<file path="src/rtl/tsc_pkg.sv">
// Shared types for the TriggerSurroundCache readout sequencer.
// Holds the state encoding, the header length and the header byte selector.
package tsc_pkg;

    localparam int TSC_HDR_BYTES = 4;

    typedef enum logic [3:0] {
        IDLE,
        ARM,
        WAIT_TRIG,
        WAIT_CD,
        HDR,
        REQ,
        WAIT_RDY,
        PUSH,
        DONE
    } tsc_state_e;

    // Header goes out most significant byte first.
    function automatic logic [7:0] hdrByte(input logic [31:0] stamp, input logic [1:0] idx);
        logic [7:0] b;
        case (idx)
            2'd0:    b = stamp[31:24];
            2'd1:    b = stamp[23:16];
            2'd2:    b = stamp[15:8];
            default: b = stamp[7:0];
        endcase
        return b;
    endfunction

endpackage

</file>
<file path="src/rtl/tsc_readout_ctrl_if.sv">
// Host control, TSC handshake and serial-buffer signals of the readout sequencer.
// The master side is the sequencer; the slave side is its environment.
interface tsc_readout_ctrl_if;

    logic        enable;
    logic        single;
    logic        tsc_start;
    logic        tsc_trd;
    logic        tsc_cd;
    logic [31:0] tsc_trigtm;
    logic        tsc_req;
    logic        tsc_rdy;
    logic [7:0]  tsc_dat;
    logic        tsc_sd;
    logic        sbf;
    logic [7:0]  out_data;
    logic        out_valid;
    logic        busy;
    logic [15:0] frame_cnt;
    logic        short_frame;
    logic        timeout_err;

    modport master (
        input  enable, single, tsc_trd, tsc_cd, tsc_trigtm, tsc_rdy, tsc_dat, tsc_sd, sbf,
        output tsc_start, tsc_req, out_data, out_valid, busy, frame_cnt, short_frame, timeout_err
    );

    modport slave (
        output enable, single, tsc_trd, tsc_cd, tsc_trigtm, tsc_rdy, tsc_dat, tsc_sd, sbf,
        input  tsc_start, tsc_req, out_data, out_valid, busy, frame_cnt, short_frame, timeout_err
    );

endinterface

</file>
<file path="src/rtl/tsc_timeout.sv">
// Loadable down-counter guarding the wait for tsc_rdy.
// Loading LIMIT-1 makes expired_o rise on the LIMIT-th cycle after the load cycle.
module tsc_timeout #(
    parameter int LIMIT = 64
) (
    input  logic clk,
    input  logic reset,
    input  logic load_i,
    input  logic en_i,
    output logic expired_o
);

    localparam int W = $clog2(LIMIT + 1);

    logic [W-1:0] count_q, count_d;

    always_comb begin
        count_d = count_q;
        if (load_i) begin
            count_d = W'(LIMIT - 1);
        end else if (en_i && count_q != '0) begin
            count_d = count_q - W'(1);
        end
    end

    always_ff @(posedge clk or posedge reset) begin
        if (reset) begin
            count_q <= '0;
        end else begin
            count_q <= count_d;
        end
    end

    assign expired_o = (count_q == '0);

endmodule

</file>
<file path="src/rtl/tsc_readout_ctrl.sv">
// Arms the TriggerSurroundCache, waits for trigger and cache-done, then streams a
// 4-byte timestamp header followed by the cached samples to the serial buffer.
module tsc_readout_ctrl
    import tsc_pkg::*;
#(
    parameter int CACHE_DEPTH = 32,
    parameter int RDY_TIMEOUT = 64
) (
    input  logic                clk,
    input  logic                reset,
    tsc_readout_ctrl_if.master  ctrl
);

    localparam int BW = $clog2(CACHE_DEPTH + 1);
    localparam logic [BW-1:0] DEPTH_C = BW'(CACHE_DEPTH);

    tsc_state_e    state_q, state_d;
    logic [31:0]   stamp_q, stamp_d;
    logic [1:0]    hdrIdx_q, hdrIdx_d;
    logic [BW-1:0] byteCnt_q, byteCnt_d;
    logic [7:0]    sample_q, sample_d;
    logic [15:0]   frameCnt_q, frameCnt_d;
    logic          shortFrame_q, shortFrame_d;
    logic          timeoutErr_q, timeoutErr_d;

    logic          tmrLoad;
    logic          tmrEn;
    logic          tmrExpired;
    logic [BW-1:0] cntInc;
    logic [7:0]    outData;

    tsc_timeout #(
        .LIMIT (RDY_TIMEOUT)
    ) u_timeout (
        .clk       (clk),
        .reset     (reset),
        .load_i    (tmrLoad),
        .en_i      (tmrEn),
        .expired_o (tmrExpired)
    );

    assign cntInc = byteCnt_q + BW'(1);

    always_comb begin
        state_d      = state_q;
        stamp_d      = stamp_q;
        hdrIdx_d     = hdrIdx_q;
        byteCnt_d    = byteCnt_q;
        sample_d     = sample_q;
        frameCnt_d   = frameCnt_q;
        shortFrame_d = shortFrame_q;
        timeoutErr_d = timeoutErr_q;
        tmrLoad      = 1'b0;
        tmrEn        = 1'b0;
        case (state_q)
            IDLE: begin
                if (ctrl.enable) begin
                    shortFrame_d = 1'b0;
                    timeoutErr_d = 1'b0;
                    state_d      = ARM;
                end
            end
            ARM: state_d = WAIT_TRIG;
            // A trigger in the same cycle as an enable drop still wins.
            WAIT_TRIG: begin
                if (ctrl.tsc_trd) begin
                    state_d = WAIT_CD;
                end else if (!ctrl.enable) begin
                    state_d = IDLE;
                end
            end
            WAIT_CD: begin
                if (ctrl.tsc_cd) begin
                    stamp_d   = ctrl.tsc_trigtm;
                    hdrIdx_d  = 2'd0;
                    byteCnt_d = '0;
                    state_d   = HDR;
                end
            end
            HDR: begin
                if (!ctrl.sbf) begin
                    hdrIdx_d = hdrIdx_q + 2'd1;
                    if (hdrIdx_q == 2'(TSC_HDR_BYTES - 1)) begin
                        state_d = REQ;
                    end
                end
            end
            REQ: begin
                tmrLoad = 1'b1;
                state_d = WAIT_RDY;
            end
            // Data arriving on the expiry cycle is still taken.
            WAIT_RDY: begin
                tmrEn = 1'b1;
                if (ctrl.tsc_rdy) begin
                    sample_d = ctrl.tsc_dat;
                    state_d  = PUSH;
                end else if (tmrExpired) begin
                    timeoutErr_d = 1'b1;
                    state_d      = IDLE;
                end
            end
            PUSH: begin
                if (!ctrl.sbf) begin
                    byteCnt_d = cntInc;
                    if (cntInc == DEPTH_C) begin
                        state_d = DONE;
                    end else if (ctrl.tsc_sd) begin
                        shortFrame_d = 1'b1;
                        state_d      = DONE;
                    end else begin
                        state_d = REQ;
                    end
                end
            end
            DONE: begin
                frameCnt_d = frameCnt_q + 16'd1;
                state_d    = (ctrl.enable && !ctrl.single) ? ARM : IDLE;
            end
            default: state_d = IDLE;
        endcase
    end

    always_ff @(posedge clk or posedge reset) begin
        if (reset) begin
            state_q      <= IDLE;
            stamp_q      <= '0;
            hdrIdx_q     <= '0;
            byteCnt_q    <= '0;
            sample_q     <= '0;
            frameCnt_q   <= '0;
            shortFrame_q <= 1'b0;
            timeoutErr_q <= 1'b0;
        end else begin
            state_q      <= state_d;
            stamp_q      <= stamp_d;
            hdrIdx_q     <= hdrIdx_d;
            byteCnt_q    <= byteCnt_d;
            sample_q     <= sample_d;
            frameCnt_q   <= frameCnt_d;
            shortFrame_q <= shortFrame_d;
            timeoutErr_q <= timeoutErr_d;
        end
    end

    always_comb begin
        outData = 8'h00;
        if (state_q == HDR) begin
            outData = hdrByte(stamp_q, hdrIdx_q);
        end else if (state_q == PUSH) begin
            outData = sample_q;
        end
    end

    assign ctrl.tsc_start   = (state_q == ARM);
    assign ctrl.tsc_req     = (state_q == REQ);
    assign ctrl.out_valid   = (state_q == HDR) || (state_q == PUSH);
    assign ctrl.out_data    = outData;
    assign ctrl.busy        = (state_q != IDLE);
    assign ctrl.frame_cnt   = frameCnt_q;
    assign ctrl.short_frame = shortFrame_q;
    assign ctrl.timeout_err = timeoutErr_q;

endmodule

</file>
<file path="src/flat_wrapper.sv">
// flat-port wrapper written by rule: the top's interface ports become plain ports
module tsc_readout_ctrl_flat import tsc_pkg::*;
#(
    parameter int CACHE_DEPTH = 32,
    parameter int RDY_TIMEOUT = 64
)
  (clk, reset, ctrl_enable, ctrl_single, ctrl_tsc_trd, ctrl_tsc_cd, ctrl_tsc_trigtm, ctrl_tsc_rdy, ctrl_tsc_dat, ctrl_tsc_sd, ctrl_sbf, ctrl_tsc_start, ctrl_tsc_req, ctrl_out_data, ctrl_out_valid, ctrl_busy, ctrl_frame_cnt, ctrl_short_frame, ctrl_timeout_err);
  tsc_readout_ctrl_if ctrl_i ();
  input  logic clk;
  input  logic reset;
  input wire logic [$bits(ctrl_i.enable)-1:0] ctrl_enable;
  input wire logic [$bits(ctrl_i.single)-1:0] ctrl_single;
  input wire logic [$bits(ctrl_i.tsc_trd)-1:0] ctrl_tsc_trd;
  input wire logic [$bits(ctrl_i.tsc_cd)-1:0] ctrl_tsc_cd;
  input wire logic [$bits(ctrl_i.tsc_trigtm)-1:0] ctrl_tsc_trigtm;
  input wire logic [$bits(ctrl_i.tsc_rdy)-1:0] ctrl_tsc_rdy;
  input wire logic [$bits(ctrl_i.tsc_dat)-1:0] ctrl_tsc_dat;
  input wire logic [$bits(ctrl_i.tsc_sd)-1:0] ctrl_tsc_sd;
  input wire logic [$bits(ctrl_i.sbf)-1:0] ctrl_sbf;
  output wire logic [$bits(ctrl_i.tsc_start)-1:0] ctrl_tsc_start;
  output wire logic [$bits(ctrl_i.tsc_req)-1:0] ctrl_tsc_req;
  output wire logic [$bits(ctrl_i.out_data)-1:0] ctrl_out_data;
  output wire logic [$bits(ctrl_i.out_valid)-1:0] ctrl_out_valid;
  output wire logic [$bits(ctrl_i.busy)-1:0] ctrl_busy;
  output wire logic [$bits(ctrl_i.frame_cnt)-1:0] ctrl_frame_cnt;
  output wire logic [$bits(ctrl_i.short_frame)-1:0] ctrl_short_frame;
  output wire logic [$bits(ctrl_i.timeout_err)-1:0] ctrl_timeout_err;
  assign ctrl_i.enable = ctrl_enable;
  assign ctrl_i.single = ctrl_single;
  assign ctrl_i.tsc_trd = ctrl_tsc_trd;
  assign ctrl_i.tsc_cd = ctrl_tsc_cd;
  assign ctrl_i.tsc_trigtm = ctrl_tsc_trigtm;
  assign ctrl_i.tsc_rdy = ctrl_tsc_rdy;
  assign ctrl_i.tsc_dat = ctrl_tsc_dat;
  assign ctrl_i.tsc_sd = ctrl_tsc_sd;
  assign ctrl_i.sbf = ctrl_sbf;
  assign ctrl_tsc_start = ctrl_i.tsc_start;
  assign ctrl_tsc_req = ctrl_i.tsc_req;
  assign ctrl_out_data = ctrl_i.out_data;
  assign ctrl_out_valid = ctrl_i.out_valid;
  assign ctrl_busy = ctrl_i.busy;
  assign ctrl_frame_cnt = ctrl_i.frame_cnt;
  assign ctrl_short_frame = ctrl_i.short_frame;
  assign ctrl_timeout_err = ctrl_i.timeout_err;
  tsc_readout_ctrl #(.CACHE_DEPTH(CACHE_DEPTH), .RDY_TIMEOUT(RDY_TIMEOUT)) u_core (.clk(clk), .reset(reset), .ctrl(ctrl_i));
endmodule
</file>
<file path="config.mk">
export PLATFORM = sky130hd
export DESIGN_NAME = tsc_readout_ctrl_flat
export DESIGN_NICKNAME = d
export VERILOG_FILES = /design/src/rtl/tsc_pkg.sv /design/src/rtl/tsc_readout_ctrl_if.sv /design/src/rtl/tsc_timeout.sv /design/src/rtl/tsc_readout_ctrl.sv /design/src/flat_wrapper.sv
export SDC_FILE = /design/constraint.sdc
export NUM_CORES = 1
export LEC_CHECK = 0
export CORE_MARGIN = 2
export CORE_UTILIZATION = 55
export DETAILED_ROUTE_END_ITERATION = 12
export PLACE_DENSITY = 0.85
export SLEW_MARGIN = 20
export SYNTH_ARGS = -nofsm -noshare
export SYNTH_HDL_FRONTEND = slang
export SYNTH_SLANG_ARGS = --single-unit
</file>
<file path="constraint.sdc">
create_clock -name clk -period 4.5 [get_ports clk]
set_clock_uncertainty 0.1 [all_clocks]
set_input_delay 1.125 -clock clk [delete_from_list [all_inputs] [get_ports clk]]
set_output_delay 1.125 -clock clk [all_outputs]
set_load 0.05 [all_outputs]
</file>
==> results.json, run 1 <==
{
  "io_pins": 79,
  "clk_latency_ps": 350,
  "wire_per_inst_um": 17.2,
  "clkTransAtPathRegs_ps": 70,
  "drc": 0,
  "postRouteAntennaNets": 0,
  "cts_root_buffer": "clkbuf_8",
  "pwr_density_cell_mw_per_mm2": 572,
  "clockBufferDepth": 2,
  "finalSetupTns_ps": 0,
  "cp.required_ps": 3270,
  "via_count": 2861,
  "ir_drop_mv": 0.357,
  "power_w": 0.00276,
  "async_reset_ff_frac": 1.00,
  "pre_cts_slack_ps": 943,
  "cts_tree": "done",
  "h-tree-depth": 3,
  "drt_first_iter_violations": 185,
  "n_fill_cell": 478,
  "nets": 463,
  "synth_top_flop_cell": "dfrtp_1",
  "dp_hpwl_mm": 6.00,
  "post_cts_resize_count": 0,
  "mappedNetlistArea_mm2": 0.00378,
  "start_util": 0.563,
  "synthCells": 328,
  "worstPathMaxFanout": 8,
  "final-seq-area_mm2": 0.00193,
  "portBuffers": 78,
  "cpLargestDelayFamily": "buffers and inverters",
  "leakage_nw": 2.02,
  "track_usage": 0.237,
  "grt_max_degree": 35,
  "die_width_um": 87.0,
  "fmax_ghz": 0.256,
  "ys_seq_area_frac": 0.509,
  "syn_nets": 386,
  "grt_pass1_wl_mm": 13.8,
  "antenna_found_initial": 0,
  "setup_violations": 0,
  "num_antenna_cells": 0,
  "critPathLaunchType": "flip-flop",
  "core_mm2": 0.00672,
  "multi_input_area_mm2": 0.00174,
  "synthToLayoutAreaGrowth_pct": 27.4,
  "place.gp.congestion": 0.794,
  "post-route-util": 0.718,
  "maxCapViolCount": 0,
  "tightest_slew_ps": 549,
  "status": "completed",
  "via_per_inst": 5.85,
  "gr-total-overflow": 0,
  "post_cts_buffers": 0,
  "period_needed_ps": 3910,
  "cts.sinks": 77,
  "met1_usage": 0.328,
  "ys_ff_latch": 77,
  "fin_cells": 489,
  "cp.arrival_ps": 2680,
  "ys_warn_count": 0,
  "hold_viol_final": 0,
  "rsz0062_at_grt": "no",
  "hp-class": "reg2reg",
  "rows": 30,
  "grt_pass1_vias": 2883,
  "synth_edf_count": 0,
  "grtUsageMet3": 0.0531,
  "critPathBufInv": 2,
  "critPathMaxStageDelay_ps": 810,
  "cts_buffers": 9,
  "die_h_um": 87.0,
  "cp_slowest_cell": "clkdlybuf4s50_1",
  "dpl.cell_count": 474,
  "cp_cell_sequence": "inv_1 -> ha_1 -> a222oi_1 -> o21ai_0 -> a22o_1 -> clkdlybuf4s50_1",
  "top_usage_layer": "met2",
  "synth.distinct_cells": 50,
  "drt_first_pass_iters": 5,
  "fin_ws_ps": 594,
  "grt.met2_usage": 0.374,
  "end_kind": "output pin",
  "ctsHoldBuffers": 0,
  "drt_wl_total_mm": 8.43,
  "die-area_mm2": 0.00756,
  "drive_above_1_share": 0.178,
  "slew_viol_final": 0,
  "syn_area_per_cell_um2": 11.5,
  "period_share": 0.868,
  "maxSlewHeadroom": 0.634,
  "path_class": "reg2out"
}
==> cell families (layout without fill, tap and decap cells) <==
kind of cell | count (synthesis) | count (layout) | share of synthesized area
flip-flops | 77 | 77 | 0.509
AND/OR/NAND/NOR | 92 | 92 | 0.135
AO/OA/AOI/OAI | 55 | 55 | 0.112
buffers and inverters | 29 | 110 | 0.0334
multiplexers | 44 | 44 | 0.130
adder cells (fa/ha/maj) | 9 | 9 | 0.0298
XOR/XNOR | 22 | 22 | 0.0509
==> per-layer routing <==
metal,part of all wire,vias to the layer above
met5,0,-
li1,-,1339
met1,0.44,1410
met3,0.060,10
met4,0.013,0
met2,0.49,102
==> layout by cell type, fill, tap and decap left out, drive strengths merged, types with 4 or more instances in the layout <==
| cell | instances |
|---|---|
| clkdlybuf4s50 | 78 |
| dfrtp | 77 |
| mux2 | 42 |
| nand2 | 31 |
| nor2 | 19 |
| o21ai | 16 |
| xnor2 | 16 |
| inv | 14 |
| clkbuf | 12 |
| a22o | 10 |
| ha | 9 |
| a222oi | 8 |
| nand3 | 7 |
| nand4 | 7 |
| xor2 | 6 |
| o31ai | 5 |
| or4 | 4 |
| a21oi | 4 |
| buf | 4 |
| nor3 | 4 |
==> where the power goes <==
part,total (W),switching [W],internal [W]
clock network,0.000533,0.000248,0.000285
registers,0.00114,0.000209,0.000935
logic,0.00108,0.000576,0.000507
==> Yosys cell counts (3+ instances only) <==
cell | number | area [um^2]
or4_1 | 4 | 30.0
a21oi_1 | 4 | 20.0
xor2_1 | 6 | 52.6
nand3_1 | 7 | 35.0
a222oi_1 | 8 | 80.1
nand2b_1 | 3 | 18.8
nand4_1 | 6 | 37.5
ha_1 | 9 | 113
mux2_2 | 42 | 473
a22o_1 | 10 | 87.6
clkbuf_1 | 7 | 26.3
inv_1 | 13 | 48.8
o21ai_0 | 16 | 80.1
buf_2 | 8 | 40.0
o31ai_1 | 4 | 30.0
dfrtp_1 | 77 | 1930
xnor2_1 | 16 | 140
nand2_1 | 30 | 113
nor2_1 | 17 | 63.8
==> stage by stage <==
| stage | hold WS, ps | cell area (um^2) |
|---|---|---|
| 2_1_floorplan | 380 | 3780 |
| 3_3_place_gp | 361 | 4620 |
| 3_5_place_dp | 362 | 4620 |
| 4_1_cts | 377 | 4820 |
| 5_1_grt | 391 | 4820 |
| 6_report | 376 | 4820 |
==> path summary, 6_finish.rpt <==
check                                                       from                               endpoint  slack, ps  cells past startpoint
max                               u_core.hdrIdx_q[1]$_DFFE_PP0P_                       ctrl_out_data[5]        590                      6
min                        u_core.ctrl.frame_cnt[15]$_DFFE_PP0P_  u_core.ctrl.frame_cnt[15]$_DFFE_PP0P_        380                      1
max reg2reg                        u_core.state_q[3]$_DFFE_PP0P_        u_core.byteCnt_q[3]$_DFFE_PP0P_       2320                      6
min reg2reg                u_core.ctrl.frame_cnt[15]$_DFFE_PP0P_  u_core.ctrl.frame_cnt[15]$_DFFE_PP0P_        380                      1
max in group asynchronous                                  reset          u_core.stamp_q[6]$_DFFE_PP0P_       2490                      3
min in group asynchronous                                  reset  u_core.ctrl.frame_cnt[12]$_DFFE_PP0P_       1020                      2
==> flip-flops by register name, summed over array words and instances (netlist names) <==
register and cells:
u_core.hdrIdx_q 2, u_core.u_timeout.count_q 7, u_core.ctrl.timeout_err 1, u_core.byteCnt_q 6, u_core.state_q 4, u_core.ctrl.short_frame 1, u_core.stamp_q 32, u_core.ctrl.frame_cnt 16
u_core.sample_q 8
==> cell type report <==
cell class              count  share of cell area
clock inverters             3             0.00908
inverters                  13              0.0101
repair buffers             82               0.168
well taps                  80              0.0208
flip-flops and latches     77               0.399
multi-input cells         222               0.360
clock buffers              12              0.0322
Note: power is estimated with default switching activity, not from simulation.
==> run 2: changes to the inputs <==
Settings changed: GPL_ROUTABILITY_DRIVEN set to 0.
==> results of run 2 <==
The final DEF is identical to that of run 1; final timing and power are the same.
